--- config.mk ---
export PLATFORM = sky130hd
export DESIGN_NAME = seq_add_ctrl_flat
export DESIGN_NICKNAME = d
export VERILOG_FILES = /design/src/rtl/seq_add_pkg.sv /design/src/rtl/seq_add_ctrl_if.sv /design/src/rtl/seq_add_ctrl_adder_slice.sv /design/src/rtl/seq_add_ctrl.sv /design/src/flat_wrapper.sv
export SDC_FILE = /design/constraint.sdc
export NUM_CORES = 1
export LEC_CHECK = 0
export BUFFER_PORTS_ARGS = -buffer_cell sky130_fd_sc_hd__buf_2
export CAP_MARGIN = 40
export CORE_ASPECT_RATIO = 1.1
export CORE_MARGIN = 1.5
export CORE_UTILIZATION = 49
export DETAILED_ROUTE_END_ITERATION = 7
export PLACE_DENSITY_LB_ADDON = 0.25
export SLEW_MARGIN = 20
export SYNTH_ARGS = -nofsm -noshare
export SYNTH_HDL_FRONTEND = slang
export SYNTH_SLANG_ARGS = --single-unit
--- constraint.sdc ---
create_clock -name clk -period 3.05 [get_ports clk]
set_input_delay 0.61 -clock clk [delete_from_list [all_inputs] [get_ports clk]]
set_output_delay 0.61 -clock clk [all_outputs]
set_load 0.02 [all_outputs]
--- src/rtl/seq_add_pkg.sv ---
// Shared definitions for the sequential slice adder: FSM state encoding,
// default slice geometry and the index-width helper.
package seq_add_pkg;

  localparam int unsigned N_DEF = 4;
  localparam int unsigned K_DEF = 4;

  typedef enum logic [1:0] {
    IDLE = 2'b00,
    BUSY = 2'b01,
    DONE = 2'b10
  } state_t;

  // Slice index width: clog2(K), never narrower than one bit.
  function automatic int unsigned idx_width(input int unsigned k);
    return (k > 1) ? $clog2(k) : 1;
  endfunction

endpackage

--- src/rtl/seq_add_ctrl_if.sv ---
// Request/result bundle for seq_add_ctrl.
// Optional macro SUBTRACT_EN adds the sub select.
//
// Handshake: the requester raises start with a/b (and sub) valid; the
// request is taken at the first rising edge where the controller is idle
// (busy=0). While busy=1, start is ignored. The result is valid on sum and
// carry_out in the cycle where done=1 and holds until the next taken start.
interface seq_add_ctrl_if #(parameter int W = 16);
  import seq_add_pkg::*;

  logic         start;
  logic [W-1:0] a;
  logic [W-1:0] b;
`ifdef SUBTRACT_EN
  logic         sub;
`endif
  logic         busy;
  logic         done;
  logic [W-1:0] sum;
  logic         carry_out;
  state_t       dbg_state;

`ifdef SUBTRACT_EN
  modport master (output start, a, b, sub,
                  input  busy, done, sum, carry_out, dbg_state);
  modport slave  (input  start, a, b, sub,
                  output busy, done, sum, carry_out, dbg_state);
`else
  modport master (output start, a, b,
                  input  busy, done, sum, carry_out, dbg_state);
  modport slave  (input  start, a, b,
                  output busy, done, sum, carry_out, dbg_state);
`endif

endinterface

--- src/rtl/seq_add_ctrl_adder_slice.sv ---
// adder_slice: combinational N-bit ripple-carry adder with carry in/out.
module adder_slice #(
  parameter int N = 4
) (
  input  logic [N-1:0] a,
  input  logic [N-1:0] b,
  input  logic         cin,
  output logic [N-1:0] s,
  output logic         cout
);

  // Ripple the carry bit by bit through the slice.
  always_comb begin
    logic [N:0] c;
    c    = '0;
    s    = '0;
    c[0] = cin;
    for (int i = 0; i < N; i++) begin
      s[i]   = a[i] ^ b[i] ^ c[i];
      c[i+1] = (a[i] & b[i]) | (c[i] & (a[i] ^ b[i]));
    end
    cout = c[N];
  end

endmodule

--- src/rtl/seq_add_ctrl.sv ---
// seq_add_ctrl: W = N*K bit adder that reuses one N-bit slice over K cycles.
// Optional macro SUBTRACT_EN enables a-b via the sub select (b inverted,
// initial carry 1; carry_out=1 then means no borrow).
module seq_add_ctrl
  import seq_add_pkg::*;
#(
  parameter int N = N_DEF,
  parameter int K = K_DEF
) (
  input  logic           clk,
  input  logic           rst,
  seq_add_ctrl_if.slave  bus
);

  localparam int W     = N * K;
  localparam int IDX_W = idx_width(K);
  localparam logic [IDX_W-1:0] LAST_IDX = IDX_W'(K - 1);

  state_t           state_q, state_d;
  logic [IDX_W-1:0] idx_q, idx_d;
  logic [W-1:0]     a_q, a_d;
  logic [W-1:0]     b_q, b_d;
  logic             carry_q, carry_d;
  logic [W-1:0]     sum_q, sum_d;
  logic             cout_q, cout_d;
  logic             done_q, done_d;

  logic [N-1:0]     sl_a, sl_b, sl_s;
  logic             sl_c;
  logic             op_sub;

`ifdef SUBTRACT_EN
  assign op_sub = bus.sub;
`else
  assign op_sub = 1'b0;
`endif

  // Current slice of the latched operands feeds the shared adder.
  assign sl_a = a_q[int'(idx_q)*N +: N];
  assign sl_b = b_q[int'(idx_q)*N +: N];

  adder_slice #(.N(N)) u_slice (
    .a    (sl_a),
    .b    (sl_b),
    .cin  (carry_q),
    .s    (sl_s),
    .cout (sl_c)
  );

  // Next-state and datapath updates; registers hold unless a state acts.
  always_comb begin
    state_d = state_q;
    idx_d   = idx_q;
    a_d     = a_q;
    b_d     = b_q;
    carry_d = carry_q;
    sum_d   = sum_q;
    cout_d  = cout_q;
    done_d  = 1'b0;
    case (state_q)
      IDLE: begin
        if (bus.start) begin
          a_d     = bus.a;
          b_d     = op_sub ? ~bus.b : bus.b;
          idx_d   = '0;
          carry_d = op_sub;
          sum_d   = '0;
          state_d = BUSY;
        end
      end
      BUSY: begin
        sum_d[int'(idx_q)*N +: N] = sl_s;
        carry_d = sl_c;
        idx_d   = idx_q + 1'b1;
        if (idx_q == LAST_IDX) begin
          cout_d  = sl_c;
          idx_d   = '0;
          state_d = DONE;
        end
      end
      DONE: begin
        done_d  = 1'b1;
        state_d = IDLE;
      end
      default: state_d = IDLE;
    endcase
  end

  // State and datapath registers with synchronous reset.
  always_ff @(posedge clk) begin
    if (rst) begin
      state_q <= IDLE;
      idx_q   <= '0;
      a_q     <= '0;
      b_q     <= '0;
      carry_q <= 1'b0;
      sum_q   <= '0;
      cout_q  <= 1'b0;
      done_q  <= 1'b0;
    end else begin
      state_q <= state_d;
      idx_q   <= idx_d;
      a_q     <= a_d;
      b_q     <= b_d;
      carry_q <= carry_d;
      sum_q   <= sum_d;
      cout_q  <= cout_d;
      done_q  <= done_d;
    end
  end

  assign bus.busy      = (state_q == BUSY) || (state_q == DONE);
  assign bus.done      = done_q;
  assign bus.sum       = sum_q;
  assign bus.carry_out = cout_q;
  assign bus.dbg_state = state_q;

endmodule

--- src/flat_wrapper.sv ---
// flat-port wrapper written by rule: the top's interface ports become plain ports
module seq_add_ctrl_flat import seq_add_pkg::*;
#(
  parameter int N = N_DEF,
  parameter int K = K_DEF
)
  (clk, rst, bus_start, bus_a, bus_b, bus_busy, bus_done, bus_sum, bus_carry_out, bus_dbg_state);
  seq_add_ctrl_if #(.W((N * K))) bus_i ();
  input  logic clk;
  input  logic rst;
  input wire logic [$bits(bus_i.start)-1:0] bus_start;
  input wire logic [$bits(bus_i.a)-1:0] bus_a;
  input wire logic [$bits(bus_i.b)-1:0] bus_b;
  output wire logic [$bits(bus_i.busy)-1:0] bus_busy;
  output wire logic [$bits(bus_i.done)-1:0] bus_done;
  output wire logic [$bits(bus_i.sum)-1:0] bus_sum;
  output wire logic [$bits(bus_i.carry_out)-1:0] bus_carry_out;
  output wire logic [$bits(bus_i.dbg_state)-1:0] bus_dbg_state;
  assign bus_i.start = bus_start;
  assign bus_i.a = bus_a;
  assign bus_i.b = bus_b;
  assign bus_busy = bus_i.busy;
  assign bus_done = bus_i.done;
  assign bus_sum = bus_i.sum;
  assign bus_carry_out = bus_i.carry_out;
  assign bus_dbg_state = bus_i.dbg_state;
  seq_add_ctrl #(.N(N), .K(K)) u_core (.clk(clk), .rst(rst), .bus(bus_i));
endmodule
==> impl_summary.txt <==
----------------------------------------------------
[Status]
  Outcome ... complete, no violations

[Setup path]
  Cell with the most instances on the worst path ... sky130_fd_sc_hd__fa_1
  Largest fanout on the critical path ... 4
  Crit path buffers/inverters ... 3
  Capturing element type of the critical path ... flop
  Critical-path cell with the highest stage delay ... sky130_fd_sc_hd__mux4_1
  Internal reg-to-reg setup slack ... ~0.14 ns
  Critical path start-end classification ... flop to flop
  Gate family responsible for the most delay along the worst path ... adder cells
  Startpoint of the most critical register-to-register path ... u_core.idx_q[0]$_SDFFE_PP0P_
  Required time of the critical path ... between 3 and 4 ns
  Startpoint Class ... flop
  Slowest cell delay on critical path ... between 0.5 and 0.6 ns
  Worst path arrival time ... 3.17 ns
  Timing startpoint of the critical path ... u_core.idx_q[0]$_SDFFE_PP0P_
  Critical path, cell by cell ... mux4_1, inv_1, fa_1, inv_1, fa_1, inv_1, fa_1, fa_1, nor4b_1, nand4_1, nand2_1

[Die]
  Std-Cell Rows ... 28
  Height of the chip ... between 80 and 90 um
  Initial core utilization ... 0.503
  I/O pin cnt ... 56
  Horizontal extent of the die ... 73.5 um
  Core region area ... about 5300 um2
  Total Die Area ... 5920 um2

[Yosys]
  Leading cell types by total area after synthesis ... sky130_fd_sc_hd__dfxtp_1, sky130_fd_sc_hd__nand2_1, sky130_fd_sc_hd__a21oi_1, sky130_fd_sc_hd__mux4_1, sky130_fd_sc_hd__ha_1
  Post-synthesis average cell area ... 8.64 um2
  Prevailing post-synth register cell ... sky130_fd_sc_hd__dfxtp_1
  Warnings from Yosys ... 0
  Largest area contributor in the synthesized netlist ... sky130_fd_sc_hd__dfxtp_1
  FFs w/ async S/R, synth ... 0
  Count of flip-flops with a built-in enable after synthesis ... 0
  Cell variety after synth ... 38
  Count of mapped cells out of synthesis ... 310
  Share of the yosys chip area belonging to registers ... 0.411
  Post-Synthesis Cell Area ... roughly 2700 um2
  Total nets after synthesis ... 356
  Register bit count reported by yosys ... 55
  Post-synth top area share ... 0.411

[Finish]
  Total inserted antenna cells ... 0
  Number of nets in the layout ... 401
  Number of cells in the finished layout apart from fillers ... about 430
  Leading cell type in the layout, fill and taps excluded ... sky130_fd_sc_hd__nand2_1
  Share of cells above drive strength 1 ... 0.216
  Signed area change from the synthesized netlist to the final layout ... 16.4%
  Commonest cells after routing, fill and taps aside ... sky130_fd_sc_hd__nand2_1, sky130_fd_sc_hd__buf_2, sky130_fd_sc_hd__dfxtp_1

[Min path]
  Kind of path behind the tightest hold check ... flop to flop
  Start point of the worst hold path ... u_core.b_q[3]$_SDFFE_PP0P_

[Routing]
  Via count ... between 2k and 2.5k
  Post-DR vias/cell ... roughly 5.2
  Initial detailed-routing violation count ... 171
  Antenna viol nets, final ... 0
  Drt wl/cell ... 12.9 um
  Final WL ... about 5600 um
  DR pass1 iterations ... 4
  DRC violation count after routing ... 0

[Clock network]
  CTS root buffer ... sky130_fd_sc_hd__clkbuf_8
  Clock tree from TritonCTS ... yes
  Post-CTS clock slew at the launch and capture registers of the worst setup and hold paths ... roughly 0.10 ns
  H-Tree Level Count ... 2
  Clock tree buffer depth ... 2
  Number of clock sinks ... 55
  Number of setup buffers added after CTS ... 0
  Number of buffers added to fix hold violations after cts ... 0
  Clock latency reported for the late side of the worst-skew pair ... 0.31 ns
  Num CTS Buffers ... 5
  Resized Gates After CTS ... 0

[Placed design]
  Final weighted congestion in routability-driven placement ... 0.851
  Post-DP HPWL ... around 4100 um
  Number of buffers inserted by port buffering ... 55
  Placed Cells ... 423

[STA]
  Clock period minus final worst setup slack ... a little under 3 ns
  Worst relative slew slack ... 0.523
  Crit share post-route ... 0.955
  Highest clock frequency the design can meet ... roughly 0.34 GHz
  Worst Hold Slack ... 0.457 ns
  Pin slew with the least headroom to its limit ... just over 0.7 ns
  Pins over their slew limit ... 0
  RSZ-0062 raised after global routing ... no
  Setup-violating endpoint count in the final report ... 0
  Final total negative setup slack ... 0 ns
  Final hold vios ... 0
  Clk_skew ... approximately 0.006 ns

[Global routing]
  Wire length of the first global-routing pass ... 9270 um
  Overflow left after global routing ... 0
  Vias in the first global route ... just over 2k
  Antenna violations before repair ... 0
  Largest net degree at the start of global routing ... 41
  GRT Overall Usage ... 0.198

[Power and ir drop]
  Pleak ... approximately 1.3 nW
  Worst vdd ir ... ~340 uV
  Power density over the cells ... roughly 490 nW/um2
  Design Power ... roughly 1.5 mW

[Run]
  Max Cap Viol ... 0

----------------------------------------------------
-- final cells by class --
class	instances	area [um2]
clock buffers	5	68.8
clock inverters	3	47.5
fillers	526	2210
inverters	15	56.3
multi-input cells	215	1410
flip-flops and latches	55	1100
well taps	75	93.8
repair buffers	63	339
-- through the flow --
step | cell area, um2 | worst slack (ns) | util
final | 3120 | 0.137 | 0.586
after global routing | 3120 | 0.00683 | 0.586
after CTS | 3110 | 0.120 | 0.584
after detailed placement | 2990 | 0.142 | 0.562
after global placement | 2980 | 0.213 | 0.560
after floorplan | 2680 | 0.167 | -
-- synthesized netlist by cell type, drive strengths merged (2+ instances only) --
library cell	count
ha	7
nor4bb	3
fa	4
nor2	3
nand2b	7
o21ai	16
clkbuf	12
nand2	70
buf	13
nand4b	3
nor2b	13
nor4b	6
inv	15
mux4	8
mux2i	2
nand4	12
a21oi	45
dfxtp	55
-- per-layer routing --
metal	up-vias	global-route usage	part of all wire	routed length [um]
met3	8	0.0301	0.026	147
li1	1156	-	-	-
met1	1041	0.256	0.46	2550
met2	47	0.333	0.50	2790
met5	-	0	0	0
met4	0	0.0667	0.016	87
-- state kept, by name, indices dropped and copies added (netlist names) --
signal	flops
u_core.a_q	16
u_core.b_q	16
u_core.bus.carry_out	1
u_core.bus.dbg_state	2
u_core.bus.done	1
u_core.bus.sum	16
u_core.carry_q	1
u_core.idx_q	2
-- worst reg2reg max path: cells and delay by family (launching register included) --
family | cells | cell delay [ns]
adders and majority gates | 4 | 1.20
muxes | 1 | 0.55
and+or+nand+nor | 3 | 0.53
DFF | 1 | 0.38
buffers and inverters | 3 | 0.22
-- cells by family after synthesis --
| group | after synthesis | synth area share |
|---|---|---|
| fa+ha+maj | 11 | 0.0626 |
| mux | 11 | 0.0873 |
| flops | 55 | 0.411 |
| simple gates | 125 | 0.238 |
| buf+inv | 40 | 0.0649 |
| compound gates | 68 | 0.136 |
-- power breakdown --
part | internal [mW] | total [mW] | switching (mW) | leakage, nW
registers | 0.751 | 0.770 | 0.0187 | 0.449
clock network | 0.249 | 0.495 | 0.246 | 0.0587
logic | 0.104 | 0.251 | 0.147 | 0.762
-- worst paths after layout --
path	endpoint	cells after the start
max	u_core.bus.sum[15]$_SDFFE_PP0P_	11
min	u_core.b_q[3]$_SDFFE_PP0P_	2
max reg2reg	u_core.bus.sum[15]$_SDFFE_PP0P_	11
min reg2reg	u_core.b_q[3]$_SDFFE_PP0P_	2
Note: power is estimated with default switching activity, not from simulation.
